==> config.mk <==
export PLATFORM = sky130hd
export DESIGN_NAME = instr_prefetch_queue
export DESIGN_NICKNAME = d
export VERILOG_FILES = /design/src/rtl/fetch_pkg.sv /design/src/rtl/fetch_fifo.sv /design/src/rtl/instr_prefetch_queue.sv
export SDC_FILE = /design/constraint.sdc
export NUM_CORES = 1
export LEC_CHECK = 0
export CORE_ASPECT_RATIO = 0.9
export CORE_MARGIN = 2
export CORE_UTILIZATION = 43
export CTS_CLUSTER_DIAMETER = 80
export DETAILED_ROUTE_END_ITERATION = 8
export SYNTH_ARGS = -nofsm -noshare
export SYNTH_HDL_FRONTEND = slang
export SYNTH_HIERARCHICAL = 1
export SYNTH_SLANG_ARGS = --single-unit
==> constraint.sdc <==
create_clock -name clk -period 23.1 [get_ports clk]
set_input_delay 3.465 -clock clk [delete_from_list [all_inputs] [get_ports clk]]
set_output_delay 3.465 -clock clk [all_outputs]
set_load 0.01 [all_outputs]
==> src/rtl/fetch_pkg.sv <==
// fetch_pkg: shared types and constants for the instruction prefetch queue.
package fetch_pkg;
  localparam int WORD_W = 30;
  localparam logic [WORD_W-1:0] PC_STEP = 30'h4;
  typedef struct packed {
    logic [WORD_W-1:0] instr;
    logic [WORD_W-1:0] pc;
  } fetch_entry_t;
endpackage

==> src/rtl/fetch_fifo.sv <==
// fetch_fifo: DEPTH-entry FIFO of fetch entries with flush and a registered head.
module fetch_fifo
  import fetch_pkg::*;
#(
  parameter int DEPTH = 4,
  localparam int AW = $clog2(DEPTH),
  localparam int CW = AW + 1
) (
  input  logic         clk,
  input  logic         reset,
  input  logic         push,
  input  logic         pop,
  input  logic         flush,
  input  fetch_entry_t din,
  output fetch_entry_t head,
  output logic [CW-1:0] count
);
  fetch_entry_t mem [DEPTH];
  fetch_entry_t head_q, head_d;
  logic [AW-1:0] wr_q, wr_d, rd_q, rd_d;
  logic [CW-1:0] cnt_q, cnt_d, rem;
  always_comb begin
    wr_d = flush ? '0 : wr_q + AW'(push);
    rd_d = flush ? '0 : rd_q + AW'(pop);
    cnt_d = flush ? '0 : cnt_q + CW'(push) - CW'(pop);
    rem = cnt_q - CW'(pop);
    // a word pushed into an (effectively) empty queue becomes the head directly
    head_d = (flush || cnt_d == '0) ? head_q : (push && rem == '0) ? din : mem[rd_d];
  end
  always_ff @(posedge clk or posedge reset) begin
    if (reset) begin
      wr_q <= '0;
      rd_q <= '0;
      cnt_q <= '0;
      head_q <= '0;
    end else begin
      wr_q <= wr_d;
      rd_q <= rd_d;
      cnt_q <= cnt_d;
      head_q <= head_d;
    end
  end
  always_ff @(posedge clk) begin
    if (push && !flush) mem[wr_q] <= din;
  end
  assign head = head_q;
  assign count = cnt_q;
endmodule

==> src/rtl/instr_prefetch_queue.sv <==
// instr_prefetch_queue: sequential instruction prefetch with redirect flush.
// Optional PREFETCH_BYPASS_EN forwards a response straight to the outputs when the queue is empty.
module instr_prefetch_queue
  import fetch_pkg::*;
#(
  parameter int DEPTH = 4,
  parameter int WIDTH = WORD_W,
  parameter logic [WIDTH-1:0] RESET_PC = '0
) (
  input  logic             clk,
  input  logic             reset,
  input  logic             redirect,
  input  logic [WIDTH-1:0] redirect_pc,
  input  logic             stall,
  output logic             imem_req,
  output logic [WIDTH-1:0] imem_addr,
  input  logic             imem_ready,
  input  logic             imem_rvalid,
  input  logic [WIDTH-1:0] imem_rdata,
  output logic             instr_valid,
  output logic [WIDTH-1:0] instr,
  output logic [WIDTH-1:0] instr_pc
);
  localparam int CW = $clog2(DEPTH) + 1;
  logic [WIDTH-1:0] fetch_pc_q, fetch_pc_d, resp_pc_q, resp_pc_d;
  logic [CW-1:0] outst_q, outst_d, discard_q, discard_d, count;
  fetch_entry_t head, din;
  logic fire, fresh, byp, push, pop, fifo_valid;
  always_comb begin
    fifo_valid = count != '0;
    imem_req = ~reset & ~redirect & (count + outst_q < CW'(DEPTH));
    imem_addr = fetch_pc_q;
    fire = imem_req & imem_ready;
    fresh = imem_rvalid & (discard_q == '0) & ~redirect;
`ifdef PREFETCH_BYPASS_EN
    byp = fresh & ~fifo_valid;
`else
    byp = 1'b0;
`endif
    push = fresh & ~(byp & ~stall);
    pop = fifo_valid & ~stall & ~redirect;
    instr_valid = fifo_valid | byp;
    instr = byp ? imem_rdata : WIDTH'(head.instr);
    instr_pc = byp ? resp_pc_q : WIDTH'(head.pc);
    din = '{instr: WORD_W'(imem_rdata), pc: WORD_W'(resp_pc_q)};
    outst_d = outst_q + CW'(fire) - CW'(imem_rvalid);
    // every request still in flight at a redirect returns stale data
    discard_d = redirect ? outst_d : discard_q - CW'(imem_rvalid & (discard_q != '0));
    fetch_pc_d = redirect ? redirect_pc : fetch_pc_q + (fire ? WIDTH'(PC_STEP) : '0);
    resp_pc_d = redirect ? redirect_pc
              : resp_pc_q + ((imem_rvalid && discard_q == '0) ? WIDTH'(PC_STEP) : '0);
  end
  always_ff @(posedge clk or posedge reset) begin
    if (reset) begin
      fetch_pc_q <= RESET_PC;
      resp_pc_q <= RESET_PC;
      outst_q <= '0;
      discard_q <= '0;
    end else begin
      fetch_pc_q <= fetch_pc_d;
      resp_pc_q <= resp_pc_d;
      outst_q <= outst_d;
      discard_q <= discard_d;
    end
  end
  fetch_fifo #(.DEPTH(DEPTH)) u_fifo (
    .clk(clk),
    .reset(reset),
    .push(push),
    .pop(pop),
    .flush(redirect),
    .din(din),
    .head(head),
    .count(count)
  );
  a_no_resp_when_full: assert property (@(posedge clk) disable iff (reset)
    !(imem_rvalid && count == CW'(DEPTH)));
endmodule

==> results by group, run 1 <==
Synthesis
  • Cell variety after synth: 56
  • Async set-reset flop share out of synthesis: 0.3531
  • Top cells by area, synth: edfxtp_1, dfrtp_1, nor3b_1
  • Top FF cell, synth: edfxtp_1
  • Sequential element share of the synthesized area: 0.6356
  • Simple-Gate Fraction of Synth Area: 0.1671
  • Adder-cell share of the synthesized area: 0.01305
  • #FFs+latches synth: 371
  • Post-synth top area share: 0.4369
  • Largest family of logic cells by synthesized area: simple AND/OR/NAND/NOR gates
  • Post-Syn Area: 16500 um2
  • Syn_nets: 1373
  • XOR/XNOR Fraction of Synth Area: 0.01729
  • Synth Area in Compound Gates: 0.08252
  • YS warnings: 6
  • Mux cell area share after synthesis: 0.05013
  • Post-synth top cells: edfxtp_1, dfrtp_1, nor3b_1
  • Post-synth EDFFs: 240
  • Cell with the most instances after synthesis: edfxtp_1
  • Post-Syn Area per Cell: 12.78 um2
  • Cell taking the most area after synthesis: edfxtp_1
  • Syn Inst Count: 1291

Routing
  • Number of DRC markers in iteration 0: 734
  • Vias: 11006
  • WL final: 39.08 mm
  • # DRC: 0
  • Drt pass-1 iters: 5
  • Wire length per cell: 20.32 um
  • Final ANT Viol Nets: 0
  • Vias per cell: 5.723

Global routing
  • Vias in the first global route: 10856
  • Grt total ovfl: 0
  • M1 GR Usage: 0.2893
  • Antenna violations before repair: 0
  • First-pass GRT wire length: 61.97 mm
  • Pin count of the biggest net entering global routing: 101
  • M2 GR Usage: 0.3090
  • GR peak layer: met2
  • Met3 usage: 0.02559
  • Total GRT Usage: 0.1955

Power and ir drop
  • Cell area power density: 105.3 nW/um2
  • Peak supply drop: 0.08999 mV
  • LEAKAGE: 6.923 nW

Final layout
  • # nets final: 1484
  • # fillers: 3289
  • Design area: 19730 um2
  • ANT cells: 0
  • Layout area overhead: 19.62%
  • Share of cells above drive strength 1: 0.07816

STA
  • RSZ-0062 raised after global routing: false
  • Final Hold Viols: 0
  • Worst Skew: 0.01526 ns
  • Fin crit share: 0.3599
  • Min Tclk post-route: 8.315 ns
  • Endpoints failing setup: 0
  • Max Clk Rate: 0.1203 GHz
  • Worst Tran Pin Value: 1.077 ns
  • Final Max Slew Viols: 0
  • Final setup TNS: 0 ns
  • Rel. slew slack: 0.2820

Setup path
  • Crit-path max FO: 3
  • Crit end category: output port
  • Crit path kind: in -> out
  • Arrival time at the worst endpoint: 4.85 ns
  • CP startpoint kind: primary input
  • Crit path required time: 19.64 ns

Clock network
  • Clk sinks: 371
  • Number of H-tree levels: 2
  • CTS root buffer: clkbuf_16
  • Post-CTS resize count: 0
  • Post-CTS setup buffers: 0
  • Bufs on Longest Clock Path: 3
  • Clock slew seen by the registers of the worst setup and hold paths: 0.06 ns
  • CTS tree: yes
  • CTS Buf Count: 40
  • Hold buffers post-CTS: 0
  • Clk Latency, worst-skew pair: 0.52 ns

Placed design
  • Final Wtd Congestion: 0.7831
  • IO buf count: 157
  • Area post-placement: 18420 um2
  • Detailed placement HPWL: 21.33 mm

Outcome
  • Status: finished clean

Die
  • Die height: 189.8 um
  • Core outline area: 38120 um2
  • Boundary pin count: 158
  • Die ar.: 39950 um2
  • Die Wd: 210.5 um
  • Starting Density: 0.4328
  • Row count: 68

Min path
  • Hold Path Class: reg -> reg

Run
  • MaxCap Viol Count: 0
==> critical path, cell delays in order <==
cell	delay, ns
clkdlybuf4s50_1	0.47
nor3_1	0.31
clkdlybuf4s50_1	0.60
==> final timing paths <==
kind                                 startpoint               to  slack, ns  depth (start not counted)
worst max-delay path                      reset         imem_req      14.79                          3
worst min-delay path                 outst_q[2]       outst_q[2]       0.53                          1
worst max register to register  u_fifo/count[2]  u_fifo/head[39]      18.88                         11
worst min register to register       outst_q[2]       outst_q[2]       0.53                          1
max in group asynchronous                 reset  u_fifo/head[24]      18.61                          3
min in group asynchronous                 reset   u_fifo/wr_q[0]       3.36                          2
==> routing by layer <==
layer  vias to the layer above  routed length [um]  part of all wire
li1                       5184                   -                 -
met1                      5471               18630              0.48
met2                       300               17980              0.46
met3                        51                1816             0.046
met4                         0                 648             0.017
met5                         -                   0                 0
==> metrics by stage <==
step,cells,setup slack (ns),hold WS [ns],utilization,power (mW)
final,1923,14.79,0.5258,0.5177,2.077
after CTS,1923,14.77,0.5286,0.5177,2.104
after floorplan,1291,11.74,0.4841,-,1.219
after detailed placement,1850,14.79,0.5217,0.4832,1.463
after global routing,1923,14.67,0.5507,0.5177,2.192
after global placement,1850,14.83,0.5041,0.4832,1.448
==> where the power goes <==
group	switching [mW]	total, mW	leakage, nW	internal, mW
combinational	0.312	0.580	2.63	0.268
sequential	0.0654	0.860	3.65	0.795
clock	0.253	0.637	0.644	0.385
==> flip-flops by register name, indices dropped and copies added (netlist names) <==
signal and count:
u_fifo/wr_q 2, imem_addr 29, resp_pc_q 29, outst_q 3, u_fifo/mem 240, u_fifo/rd_q 2, u_fifo/head 60, u_fifo/count 3
discard_q 3
==> area by class of cell <==
class	instances	area, um2	area share
multi-input combinational	786	5509	0.2792
tap	490	613.1	0.03107
sequential	371	10490	0.5313
clock inverter	17	193.9	0.009828
timing repair buffer	174	1700	0.08617
inverter	29	110.1	0.005580
clock buffer	56	1122	0.05687
==> cell families after synthesis <==
group / after synthesis
and+or+nand+nor: 471
buffers and inverters: 134
adders and majority gates: 16
AOI/OAI and AO/OA: 189
DFF: 371
xor gates and xnor gates: 30
muxes: 80
==> cells in the final DEF, fill, tap and decap left out, types with 5 or more instances in the layout <==
| cell | instances |
|---|---|
| o2111ai_1 | 59 |
| o31ai_1 | 7 |
| nor4_1 | 10 |
| or3_1 | 6 |
| o21ai_0 | 15 |
| ha_1 | 13 |
| or4_1 | 71 |
| and3_1 | 8 |
| buf_4 | 17 |
| mux2i_1 | 62 |
| nand2_1 | 91 |
| nor3_1 | 8 |
| inv_1 | 26 |
| clkinv_1 | 5 |
| dfrtp_1 | 131 |
| xnor2_1 | 22 |
| clkinv_2 | 5 |
| nor2b_1 | 6 |
| and4_1 | 8 |
| clkbuf_16 | 41 |
| clkbuf_1 | 11 |
| mux2_2 | 17 |
| nor2_1 | 95 |
| nor3b_1 | 121 |
| edfxtp_1 | 240 |
| a31oi_1 | 76 |
| nand3_1 | 13 |
| xor2_1 | 6 |
| a21oi_1 | 8 |
| clkdlybuf4s50_1 | 156 |
| nand4_1 | 16 |
(Power assumes the default switching activity.)
==> run 2, diff against run 1 <==
clock period = 8.55 ns   (was 23.1 ns; I/O delays follow)
==> run 2 against run 1 <==
First-iteration DRC count increased by 7.9%. Design area shrank 0.35%. Utilization fell by 0.18 points. Count of clock-buffer cells in the layout increased by 3. Final cell count barely moved. Via count increased by 1.1%. Largest power group unchanged. Routed wire length rose by 1.8%. Die area did not move. Non-clock buffer count grew 1. Highest routed layer unchanged. Register-to-register slack got worse by 14 ns. Combinational power rose to 2.7 times the previous value. Sequential share of layout area is 0.19 points higher.
==> results by group, run 2 (synthesis results as in run 1) <==
Setup path
  • Arrival time at the worst endpoint: 5.19 ns (was 4.85 ns)
  • Internal reg-to-reg setup slack: 4.48 ns (was 18.88 ns)
  • Crit path kind: in -> reg (was in -> out)
  • Crit path required time: 8.98 ns (was 19.64 ns)
  • Crit end category: flip-flop (was output port)
  • Crit-path max cell delay: 0.82 ns (was 0.60 ns)
  • Crit-path max FO: 51 (was 3)
  • Max stage delay cell, worst path: a21oi_4 (was clkdlybuf4s50_1)
  • CP startpoint kind: primary input (unchanged)
  • Crit-path cells: buf_6, buf_4, inv_2, and3_1, inv_1, ha_1, inv_1, ha_1, fa_1, xor3_1, a21oi_4, buf_4, nor2_1, a31oi_1 (was clkdlybuf4s50_1, nor3_1, clkdlybuf4s50_1)

Global routing
  • Grt total ovfl: 0 (unchanged)
  • Total GRT Usage: 0.1992 (was 0.1955)
  • First-pass GRT wire length: 62.69 mm (was 61.97 mm)
  • Pin count of the biggest net entering global routing: 107 (was 101)
  • Antenna violations before repair: 0 (unchanged)
  • Vias in the first global route: 10804 (was 10856)

Outcome
  • Status: finished clean (unchanged)

Placed design
  • Pre-CTS setup slack: 3.251 ns (was 14.79 ns)
  • Detailed placement HPWL: 21.92 mm (was 21.33 mm)
  • Area post-placement: 18430 um2 (was 18420 um2)
  • Final Wtd Congestion: 0.7710 (was 0.7831)
  • IO buf count: 157 (unchanged)

Die
  • Boundary pin count: 158 (unchanged)
  • Core outline area: 38120 um2 (unchanged)
  • Die Wd: 210.5 um (unchanged)
  • Die height: 189.8 um (unchanged)
  • Starting Density: 0.4328 (unchanged)
  • Row count: 68 (unchanged)
  • Die ar.: 39950 um2 (unchanged)

Min path
  • Hold Path Class: reg -> reg (unchanged)

Final layout
  • Biggest register: u_fifo/mem (unchanged)
  • Max FFs per register: 240 (unchanged)
  • # nets final: 1485 (was 1484)
  • Layout area overhead: 19.20% (was 19.62%)
  • Share of cells above drive strength 1: 0.07263 (was 0.07816)
  • Design area: 19670 um2 (was 19730 um2)
  • # fillers: 3271 (was 3289)
  • Post-Route Utilization: 0.5159 (was 0.5177)
  • Most common cell after layout, fill and taps aside: edfxtp_1 (unchanged)
  • Most frequent cells in the layout: edfxtp_1, clkdlybuf4s50_1, dfrtp_1 (unchanged)
  • ANT cells: 0 (unchanged)

Power and ir drop
  • Cell area power density: 282.6 nW/um2 (was 105.3 nW/um2)
  • LEAKAGE: 6.883 nW (was 6.923 nW)
  • Peak supply drop: 0.1449 mV (was 0.08999 mV)

Routing
  • Drt pass-1 iters: 5 (unchanged)
  • Vias per cell: 5.787 (was 5.723)
  • # DRC: 0 (unchanged)
  • Final ANT Viol Nets: 0 (unchanged)
  • Vias: 11122 (was 11006)
  • WL final: 39.80 mm (was 39.08 mm)
  • Wire length per cell: 20.71 um (was 20.32 um)
  • Number of DRC markers in iteration 0: 792 (was 734)

Clock network
  • Clock slew seen by the registers of the worst setup and hold paths: 0.06 ns (about the same)
  • Bufs on Longest Clock Path: 3 (unchanged)
  • Clk sinks: 371 (unchanged)
  • Number of H-tree levels: 2 (unchanged)
  • Hold buffers post-CTS: 0 (unchanged)
  • Post-CTS setup buffers: 0 (unchanged)
  • CTS Buf Count: 40 (unchanged)
  • CTS root buffer: clkbuf_16 (unchanged)
  • CTS tree: yes (unchanged)
  • Post-CTS resize count: 0 (unchanged)
  • Clk Latency, worst-skew pair: 0.52 ns (about the same)

STA
  • Worst Slack Setup Final: 3.788 ns (was 14.79 ns)
  • Endpoints failing setup: 0 (unchanged)
  • RSZ-0062 raised after global routing: false (unchanged)
  • Fin crit share: 0.5570
  • Worst Tran Pin Value: 1.141 ns (was 1.077 ns)
  • Min Tclk post-route: 4.762 ns
  • Final Max Slew Viols: 0 (unchanged)
  • Rel. slew slack: 0.2391 (was 0.2820)
  • Worst Skew: 0.01440 ns (was 0.01526 ns)
  • Final Hold Viols: 0 (unchanged)
  • WHS: 0.5172 ns (was 0.5258 ns)
  • Max Clk Rate: 0.2100 GHz

Run
  • MaxCap Viol Count: 0 (unchanged)
## run 2: cell type report
cell class / instances / area, um2 / share of cell area
sequential: 371 / 10490 / 0.5332
multi-input combinational: 786 / 5509 / 0.2801
clock inverter: 12 / 126.4 / 0.006426
inverter: 29 / 110.1 / 0.005599
clock buffer: 59 / 1114 / 0.05663
timing repair buffer: 175 / 1708 / 0.08685
tap: 490 / 613.1 / 0.03118
## run 2: per-stage QoR
| step | setup TNS [ns] | total power, mW | instances |
|---|---|---|---|
| finish | 0 | 5.558 | 1922 |
| global route | 0 | 5.862 | 1922 |
| CTS | 0 | 5.626 | 1922 |
| detailed placement | 0 | 3.956 | 1851 |
| global placement | 0 | 3.916 | 1851 |
| floorplan | -84.35 | 3.293 | 1291 |
## run 2: worst paths after layout
path	end	startpoint	cells past startpoint
max	u_fifo/head[22]	redirect	14
max in group asynchronous	u_fifo/head[22]	reset	3
min in group asynchronous	outst_q[2]	reset	2
min	outst_q[2]	outst_q[2]	1
max reg2reg	u_fifo/head[22]	discard_q[1]	12
min reg2reg	outst_q[2]	outst_q[2]	1
## run 2: routing by layer
layer  track usage  vias to the layer above  share of wire
met5             0                        -              0
met3       0.02806                       53          0.046
met4       0.04957                        0          0.016
met1        0.3007                     5586           0.49
li1              -                     5190              -
met2        0.3045                      293           0.45
## run 2: report_power, final
part	switching [mW]	internal [mW]	leakage, nW
logic	0.845	0.725	2.64
registers	0.181	2.15	3.65
clock network	0.671	0.988	0.600
## run 2: critical path: cells and delay by family
family	cells	cell delay, ns
adders and majority gates	3	0.69
and+or+nand+nor	2	0.32
buffers and inverters	6	1.59
AOI/OAI and AO/OA	2	1.00
xor gates and xnor gates	1	0.25
